[src/rtl/gb_sound_pkg.sv]
// rtl/gb_sound_pkg.sv - shared widths, register field positions and level conversion for the sound mixer
package gb_sound_pkg;

    localparam int CH_W   = 4;
    localparam int LVL_W  = 5;
    localparam int SUM_W  = 7;
    localparam int PROD_W = 10;
    localparam int NUM_CH = 4;
    localparam int VOL_W  = 3;

    // NR51: upper nibble routes ch4..ch1 to the left, lower nibble to the right
    localparam int NR51_L_LSB = 4;
    localparam int NR51_R_LSB = 0;

    // NR50: 3-bit master volumes; bits 7 and 3 (Vin routing) are not used here
    localparam int NR50_L_LSB = 4;
    localparam int NR50_R_LSB = 0;

    // Map a 0..15 channel code to a signed -15..+15 level; a disabled DAC outputs 0
    function automatic logic [LVL_W-1:0] ch_level(input logic [CH_W-1:0] ch, input logic dac_on);
        logic signed [LVL_W:0] wide;
        wide = $signed({1'b0, ch, 1'b0}) - 6'sd15;
        return dac_on ? wide[LVL_W-1:0] : '0;
    endfunction

endpackage

[src/rtl/sound_mixer_if.sv]
// rtl/sound_mixer_if.sv - mixer control inputs and stereo sample outputs
interface sound_mixer_if
    import gb_sound_pkg::*;
#(
    parameter int OUT_W = 16
);
    logic                    en;
    logic [CH_W-1:0]         ch1;
    logic [CH_W-1:0]         ch2;
    logic [CH_W-1:0]         ch3;
    logic [CH_W-1:0]         ch4;
    logic [NUM_CH-1:0]       dac_en;
    logic [7:0]              nr51;
    logic [7:0]              nr50;
    logic signed [OUT_W-1:0] left;
    logic signed [OUT_W-1:0] right;
    logic                    valid;

    modport master (
        output en, ch1, ch2, ch3, ch4, dac_en, nr51, nr50,
        input  left, right, valid
    );

    modport slave (
        input  en, ch1, ch2, ch3, ch4, dac_en, nr51, nr50,
        output left, right, valid
    );
endinterface

[src/rtl/mixer_side.sv]
// rtl/mixer_side.sv - pan sum, master volume scale and window accumulator for one stereo side
module mixer_side
    import gb_sound_pkg::*;
#(
    parameter int OUT_W = 16
) (
    input  logic                         clk,
    input  logic                         rst,
    input  logic                         en,
    input  logic                         wrap,
    input  logic [NUM_CH-1:0][LVL_W-1:0] lvl,
    input  logic [NUM_CH-1:0]            pan,
    input  logic [VOL_W-1:0]             vol,
    output logic signed [OUT_W-1:0]      sample
);
    logic signed [SUM_W-1:0]         sum_d;
    logic signed [SUM_W-1:0]         sum_q;
    logic signed [VOL_W+1:0]         gain;
    logic signed [SUM_W+VOL_W+1:0]   prod_full;
    logic signed [PROD_W-1:0]        prod_q;
    logic signed [OUT_W-1:0]         acc_q;
    logic signed [OUT_W-1:0]         acc_next;
    logic                            unused_prod_msbs;

    // Sum the sign-extended levels of every channel routed to this side
    always_comb begin
        sum_d = '0;
        for (int i = 0; i < NUM_CH; i++) begin
            if (pan[i]) begin
                sum_d = sum_d + $signed({{(SUM_W-LVL_W){lvl[i][LVL_W-1]}}, lvl[i]});
            end
        end
    end

    // Gain is vol+1 (1..8); product of +-60 and 8 always fits PROD_W, so the top bits are dropped
    always_comb begin
        gain      = $signed({1'b0, {1'b0, vol} + 4'd1});
        prod_full = sum_q * gain;
        acc_next  = acc_q + $signed({{(OUT_W-PROD_W){prod_q[PROD_W-1]}}, prod_q});
    end

    assign unused_prod_msbs = ^prod_full[SUM_W+VOL_W+1:PROD_W];

    // Pipeline and window accumulator; power-down clears the pipeline but keeps the last sample
    always_ff @(posedge clk or posedge rst) begin
        if (rst) begin
            sum_q  <= '0;
            prod_q <= '0;
            acc_q  <= '0;
            sample <= '0;
        end else if (!en) begin
            sum_q  <= '0;
            prod_q <= '0;
            acc_q  <= '0;
        end else begin
            sum_q  <= sum_d;
            prod_q <= prod_full[PROD_W-1:0];
            if (wrap) begin
                sample <= acc_next;
                acc_q  <= '0;
            end else begin
                acc_q  <= acc_next;
            end
        end
    end
endmodule

[src/rtl/sound_mixer.sv]
// rtl/sound_mixer.sv - four-channel stereo pan/volume mixer with box-filter decimation
module sound_mixer
    import gb_sound_pkg::*;
#(
    parameter int DECIM = 64,
    parameter int OUT_W = 10 + $clog2(DECIM)
) (
    input  logic         clk,
    input  logic         rst,
    sound_mixer_if.slave bus
);
    localparam int CNT_W = $clog2(DECIM);

    logic [NUM_CH-1:0][LVL_W-1:0] lvl;
    logic [CNT_W-1:0]             cnt;
    logic                         wrap;
    logic                         valid_q;
    logic signed [OUT_W-1:0]      left_s;
    logic signed [OUT_W-1:0]      right_s;
    logic                         unused_vin;

    // Convert each channel code to its signed DAC level
    always_comb begin
        lvl[0] = ch_level(bus.ch1, bus.dac_en[0]);
        lvl[1] = ch_level(bus.ch2, bus.dac_en[1]);
        lvl[2] = ch_level(bus.ch3, bus.dac_en[2]);
        lvl[3] = ch_level(bus.ch4, bus.dac_en[3]);
    end

    assign wrap       = (cnt == CNT_W'(DECIM - 1));
    assign unused_vin = bus.nr50[7] ^ bus.nr50[3];

    // Window position and the one-cycle strobe that follows the closing edge
    always_ff @(posedge clk or posedge rst) begin
        if (rst) begin
            cnt     <= '0;
            valid_q <= 1'b0;
        end else if (!bus.en) begin
            cnt     <= '0;
            valid_q <= 1'b0;
        end else begin
            valid_q <= wrap;
            cnt     <= wrap ? '0 : cnt + 1'b1;
        end
    end

    mixer_side #(.OUT_W(OUT_W)) u_left (
        .clk    (clk),
        .rst    (rst),
        .en     (bus.en),
        .wrap   (wrap),
        .lvl    (lvl),
        .pan    (bus.nr51[NR51_L_LSB +: NUM_CH]),
        .vol    (bus.nr50[NR50_L_LSB +: VOL_W]),
        .sample (left_s)
    );

    mixer_side #(.OUT_W(OUT_W)) u_right (
        .clk    (clk),
        .rst    (rst),
        .en     (bus.en),
        .wrap   (wrap),
        .lvl    (lvl),
        .pan    (bus.nr51[NR51_R_LSB +: NUM_CH]),
        .vol    (bus.nr50[NR50_R_LSB +: VOL_W]),
        .sample (right_s)
    );

    assign bus.left  = left_s;
    assign bus.right = right_s;
    assign bus.valid = valid_q;
endmodule

[src/flat_wrapper.sv]
// flat-port wrapper written by rule: the top's interface ports become plain ports
module sound_mixer_flat import gb_sound_pkg::*;
#(
    parameter int DECIM = 64,
    parameter int OUT_W = 10 + $clog2(DECIM)
)
  (clk, rst, bus_en, bus_ch1, bus_ch2, bus_ch3, bus_ch4, bus_dac_en, bus_nr51, bus_nr50, bus_left, bus_right, bus_valid);
  sound_mixer_if #(.OUT_W(OUT_W)) bus_i ();
  input  logic clk;
  input  logic rst;
  input wire logic [$bits(bus_i.en)-1:0] bus_en;
  input wire logic [$bits(bus_i.ch1)-1:0] bus_ch1;
  input wire logic [$bits(bus_i.ch2)-1:0] bus_ch2;
  input wire logic [$bits(bus_i.ch3)-1:0] bus_ch3;
  input wire logic [$bits(bus_i.ch4)-1:0] bus_ch4;
  input wire logic [$bits(bus_i.dac_en)-1:0] bus_dac_en;
  input wire logic [$bits(bus_i.nr51)-1:0] bus_nr51;
  input wire logic [$bits(bus_i.nr50)-1:0] bus_nr50;
  output wire logic [$bits(bus_i.left)-1:0] bus_left;
  output wire logic [$bits(bus_i.right)-1:0] bus_right;
  output wire logic [$bits(bus_i.valid)-1:0] bus_valid;
  assign bus_i.en = bus_en;
  assign bus_i.ch1 = bus_ch1;
  assign bus_i.ch2 = bus_ch2;
  assign bus_i.ch3 = bus_ch3;
  assign bus_i.ch4 = bus_ch4;
  assign bus_i.dac_en = bus_dac_en;
  assign bus_i.nr51 = bus_nr51;
  assign bus_i.nr50 = bus_nr50;
  assign bus_left = bus_i.left;
  assign bus_right = bus_i.right;
  assign bus_valid = bus_i.valid;
  sound_mixer #(.DECIM(DECIM), .OUT_W(OUT_W)) u_core (.clk(clk), .rst(rst), .bus(bus_i));
endmodule
[config.mk]
export PLATFORM = sky130hd
export DESIGN_NAME = sound_mixer_flat
export DESIGN_NICKNAME = d
export VERILOG_FILES = /design/src/rtl/gb_sound_pkg.sv /design/src/rtl/sound_mixer_if.sv /design/src/rtl/mixer_side.sv /design/src/rtl/sound_mixer.sv /design/src/flat_wrapper.sv
export SDC_FILE = /design/constraint.sdc
export NUM_CORES = 1
export LEC_CHECK = 0
export CORE_UTILIZATION = 45
export DETAILED_ROUTE_END_ITERATION = 10
export PLACE_DENSITY_LB_ADDON = 0.12
export SLEW_MARGIN = 15
export SYNTH_ARGS = -nofsm -noshare
export SYNTH_HDL_FRONTEND = slang
export SYNTH_SLANG_ARGS = --single-unit
export TNS_END_PERCENT = 30
[constraint.sdc]
create_clock -name clk -period 4.85 [get_ports clk]
set_clock_uncertainty 0.1 [all_clocks]
set_input_delay 0.97 -clock clk [delete_from_list [all_inputs] [get_ports clk]]
set_output_delay 0.97 -clock clk [all_outputs]
set_load 0.02 [all_outputs]
==> results.json <==
{
  "grt_pass1_wl_mm": 30.8,
  "pwr_density_cell_nw_per_um2": 286,
  "post-route-period-util_pct": 96.5,
  "criticalPathCategory": "in2reg",
  "hold_viol_final": 0,
  "num_antenna_cells": 0,
  "fin_ws_ps": 172,
  "drv_slew": 0,
  "die_h_um": 140,
  "hold_buffers": 0,
  "r2r_start": "u_core.u_left.sum_q[2]",
  "antenna_found_initial": 0,
  "critPathMaxStageDelay_ps": 470,
  "path_clk_slew_ps": 70,
  "cp_top_family": "simple AND/OR/NAND/NOR gates",
  "synth.avg_cell_area_um2": 9.11,
  "grt_pass1_vias": 6835,
  "port-buffer-count": 69,
  "cts_tree": "yes",
  "ir_drop_v": 0.000167,
  "crit_start": "bus_ch2[1]",
  "die_area_um2": 19700,
  "async_flop_share_pct": 100,
  "drt_iter0_drc": 173,
  "cp.required_ps": 4990,
  "p_total_uw": 3080,
  "coreArea_um2": 18700,
  "rsz0062_at_grt": "yes",
  "critPathSlowestCell": "clkdlybuf4s50_1",
  "critPathMaxFanout": 3,
  "holdCritPathClass": "reg2reg",
  "dp_slack_ps": -629,
  "via_per_inst": 5.10,
  "period_needed_ps": 4680,
  "firstDrtPassIters": 4,
  "yosys_warnings": 0,
  "end_kind": "flop",
  "synth_cell_types": 57,
  "via_count": 6890,
  "cts-htree-levels": 3,
  "cp-start-kind": "primary input",
  "fmax_mhz": 214,
  "leakage_uw": 0.00541,
  "synth_seq_cells": 105,
  "io_pins": 72,
  "drive_above_1_share_pct": 16.5,
  "max_slew.worst_pin.slew_ps": 661,
  "comb_power_share_pct": 41.4,
  "final_net_count": 1281,
  "syn_nets": 1115,
  "grt_max_degree": 54,
  "drv_cap": 0,
  "clk-insertion-delay-late_ps": 350,
  "area_growth_pct": 25.1,
  "die_w_um": 140,
  "layout_common_cells": "buf_4, dfrtp_1, ha_1",
  "p_int_uw": 2010,
  "layout_commonest_cell": "buf_4",
  "overflow": 0,
  "swShare_pct": 34.7,
  "synth_top_flop_cell": "dfrtp_1",
  "wl_per_cell_um": 13.1,
  "clockPowerShare_pct": 24.0,
  "cts-root-buf": "clkbuf_16",
  "cts_buffers": 9,
  "route.detailed.drc": 0,
  "std_cell_rows": 50,
  "cts.path.max_buffers": 2,
  "synth_edf_count": 0,
  "path_cells": "clkdlybuf4s50_1 -> buf_4 -> and2_1 -> maj3_2 -> a21oi_2 -> xnor2_1 -> mux2_4 -> ha_4 -> buf_4 -> nor3_2 -> nor2_1 -> mux2_4 -> ha_4 -> o21a_1 -> o31a_1 -> or4_4 -> nand3_2 -> xnor3_1 -> and2_1",
  "netlist_area_um2": 8610,
  "antenna_left": 0,
  "routed_wl_mm": 17.7,
  "hpwl_mm": 14.3,
  "crit_arrival_ps": 4820,
  "yosysSeqAreaShare_pct": 30.5,
  "relSlewSlack_pct": 56.0,
  "power_switching_uw": 1070,
  "start_util_pct": 46.0,
  "path_buf_inv": 3,
  "routabilityCongestion": 0.854,
  "pwr-share-seq_pct": 34.6,
  "cts.sinks": 105,
  "grt_use_total_pct": 19.0,
  "netlist_instances": 945,
  "outcome": "complete, no violations",
  "setup_viol": 0,
  "min_from": "u_core.cnt[0]"
}
routing by layer:
metal | global-route usage, % | wire length, µm | vias to the layer above
li1 | - | - | 3573
met3 | 2.05 | 335 | 16
met1 | 23.8 | 8300 | 3229
met5 | 0 | 0 | -
met2 | 34.6 | 8830 | 72
met4 | 5.15 | 233 | 0
state kept, by name, summed over array words and instances, names as in the netlist:
name,cells
u_core.u_right.sample,16
u_core.u_right.sum_q,7
u_core.u_right.acc_q,16
u_core.u_left.acc_q,16
u_core.bus.valid,1
u_core.u_right.prod_q,10
u_core.cnt,6
u_core.u_left.sample,16
u_core.u_left.sum_q,7
u_core.u_left.prod_q,10
worst reg2reg max path, delay by kind of cell, from the launching register on:
kind	cells	cell delay, ps
and+or+nand+nor	2	230
xor gates and xnor gates	1	170
DFF	1	410
buffers and inverters	2	100
adders and majority gates	4	1630
AOI/OAI and AO/OA	3	670
cell families (layout without fill, tap and decap cells):
logic type | Yosys count | after routing | synth area share (%)
AND/OR/NAND/NOR | 320 | 320 | 18.7
AO/OA/AOI/OAI | 199 | 199 | 14.9
adder cells (fa/ha/maj) | 135 | 135 | 22.3
flip-flops | 105 | 105 | 30.5
buffers and inverters | 104 | 275 | 4.62
XOR/XNOR | 65 | 65 | 6.77
multiplexers | 17 | 17 | 2.16
power groups by stage:
stage / sequential [µW] / clock [µW] / combinational [µW]
3_5_place_dp: 1080 / 0 / 1260
4_1_cts: 1070 / 760 / 1280
6_report: 1070 / 739 / 1270
3_3_place_gp: 1080 / 0 / 1240
2_1_floorplan: 1060 / 0 / 923
5_1_grt: 1080 / 797 / 1450
final timing paths:
path / slack [ps] / cells past startpoint / end
max: 170 / 19 / u_core.u_left.sum_q[6]
min: 360 / 1 / u_core.cnt[0]
max reg2reg: 1450 / 12 / u_core.u_left.prod_q[9]
min reg2reg: 360 / 1 / u_core.cnt[0]
max in group asynchronous: 2790 / 3 / u_core.u_left.prod_q[5]
min in group asynchronous: 1010 / 2 / u_core.u_right.sum_q[1]
final cells by class:
cell class | count | area (µm²)
Sequential cell | 105 | 2630
Multi-Input combinational cell | 736 | 5740
Clock inverter | 7 | 78.8
Inverter | 79 | 299
Timing Repair Buffer | 180 | 1510
Clock buffer | 9 | 225
Tap cell | 234 | 293
Fill cell | 1699 | 7930
cells in the mapped netlist, drive strengths merged (3+ instances only):
cell / count / share of area [%]
dfrtp: 105 / 31
ha: 99 / 14
nand2: 94 / 4.1
inv: 78 / 3.4
nor2: 65 / 2.8
o21ai: 55 / 3.2
and2: 54 / 3.9
a21oi: 40 / 2.4
xnor2: 40 / 4.1
fa: 32 / 7.4
nor3: 27 / 1.6
xor2: 24 / 2.4
clkbuf: 23 / 1.0
nor2b: 21 / 1.6
a21o: 19 / 1.7
and3: 17 / 1.4
o21a: 17 / 1.5
a211oi: 13 / 1.1
mux2: 13 / 1.7
nand2b: 10 / 0.73
a21boi: 9 / 0.78
nand3: 9 / 0.52
o21bai: 7 / 0.61
o31ai: 7 / 0.61
nor3b: 6 / 0.52
a31oi: 5 / 0.36
o211ai: 5 / 0.44
maj3: 4 / 0.49
mux2i: 4 / 0.46
nor4b: 4 / 0.41
o211a: 4 / 0.46
o22ai: 4 / 0.29
a211o: 3 / 0.31
nand4: 3 / 0.22
stage by stage:
step | util [%] | cells | hold WS, ps | TNS (ps) | instance area, µm²
after floorplan | - | 945 | 333 | -15.3 | 8690
after global placement | 55.4 | 1329 | 345 | -2140 | 10400
after detailed placement | 55.4 | 1329 | 363 | -2540 | 10400
after CTS | 57.3 | 1347 | 373 | -6.09 | 10700
after global routing | 57.6 | 1350 | 380 | -48.2 | 10800
final | 57.6 | 1350 | 364 | 0 | 10800
repair_timing:
item / in CTS / in global routing
endpoints found under the setup margin: 2 / 4
cloned: 0 / 0
pin swaps: 10 / 17
setup buffers: 2 / 3
resized for setup: 14 / 26
Power figures use the tool's default switching activity.
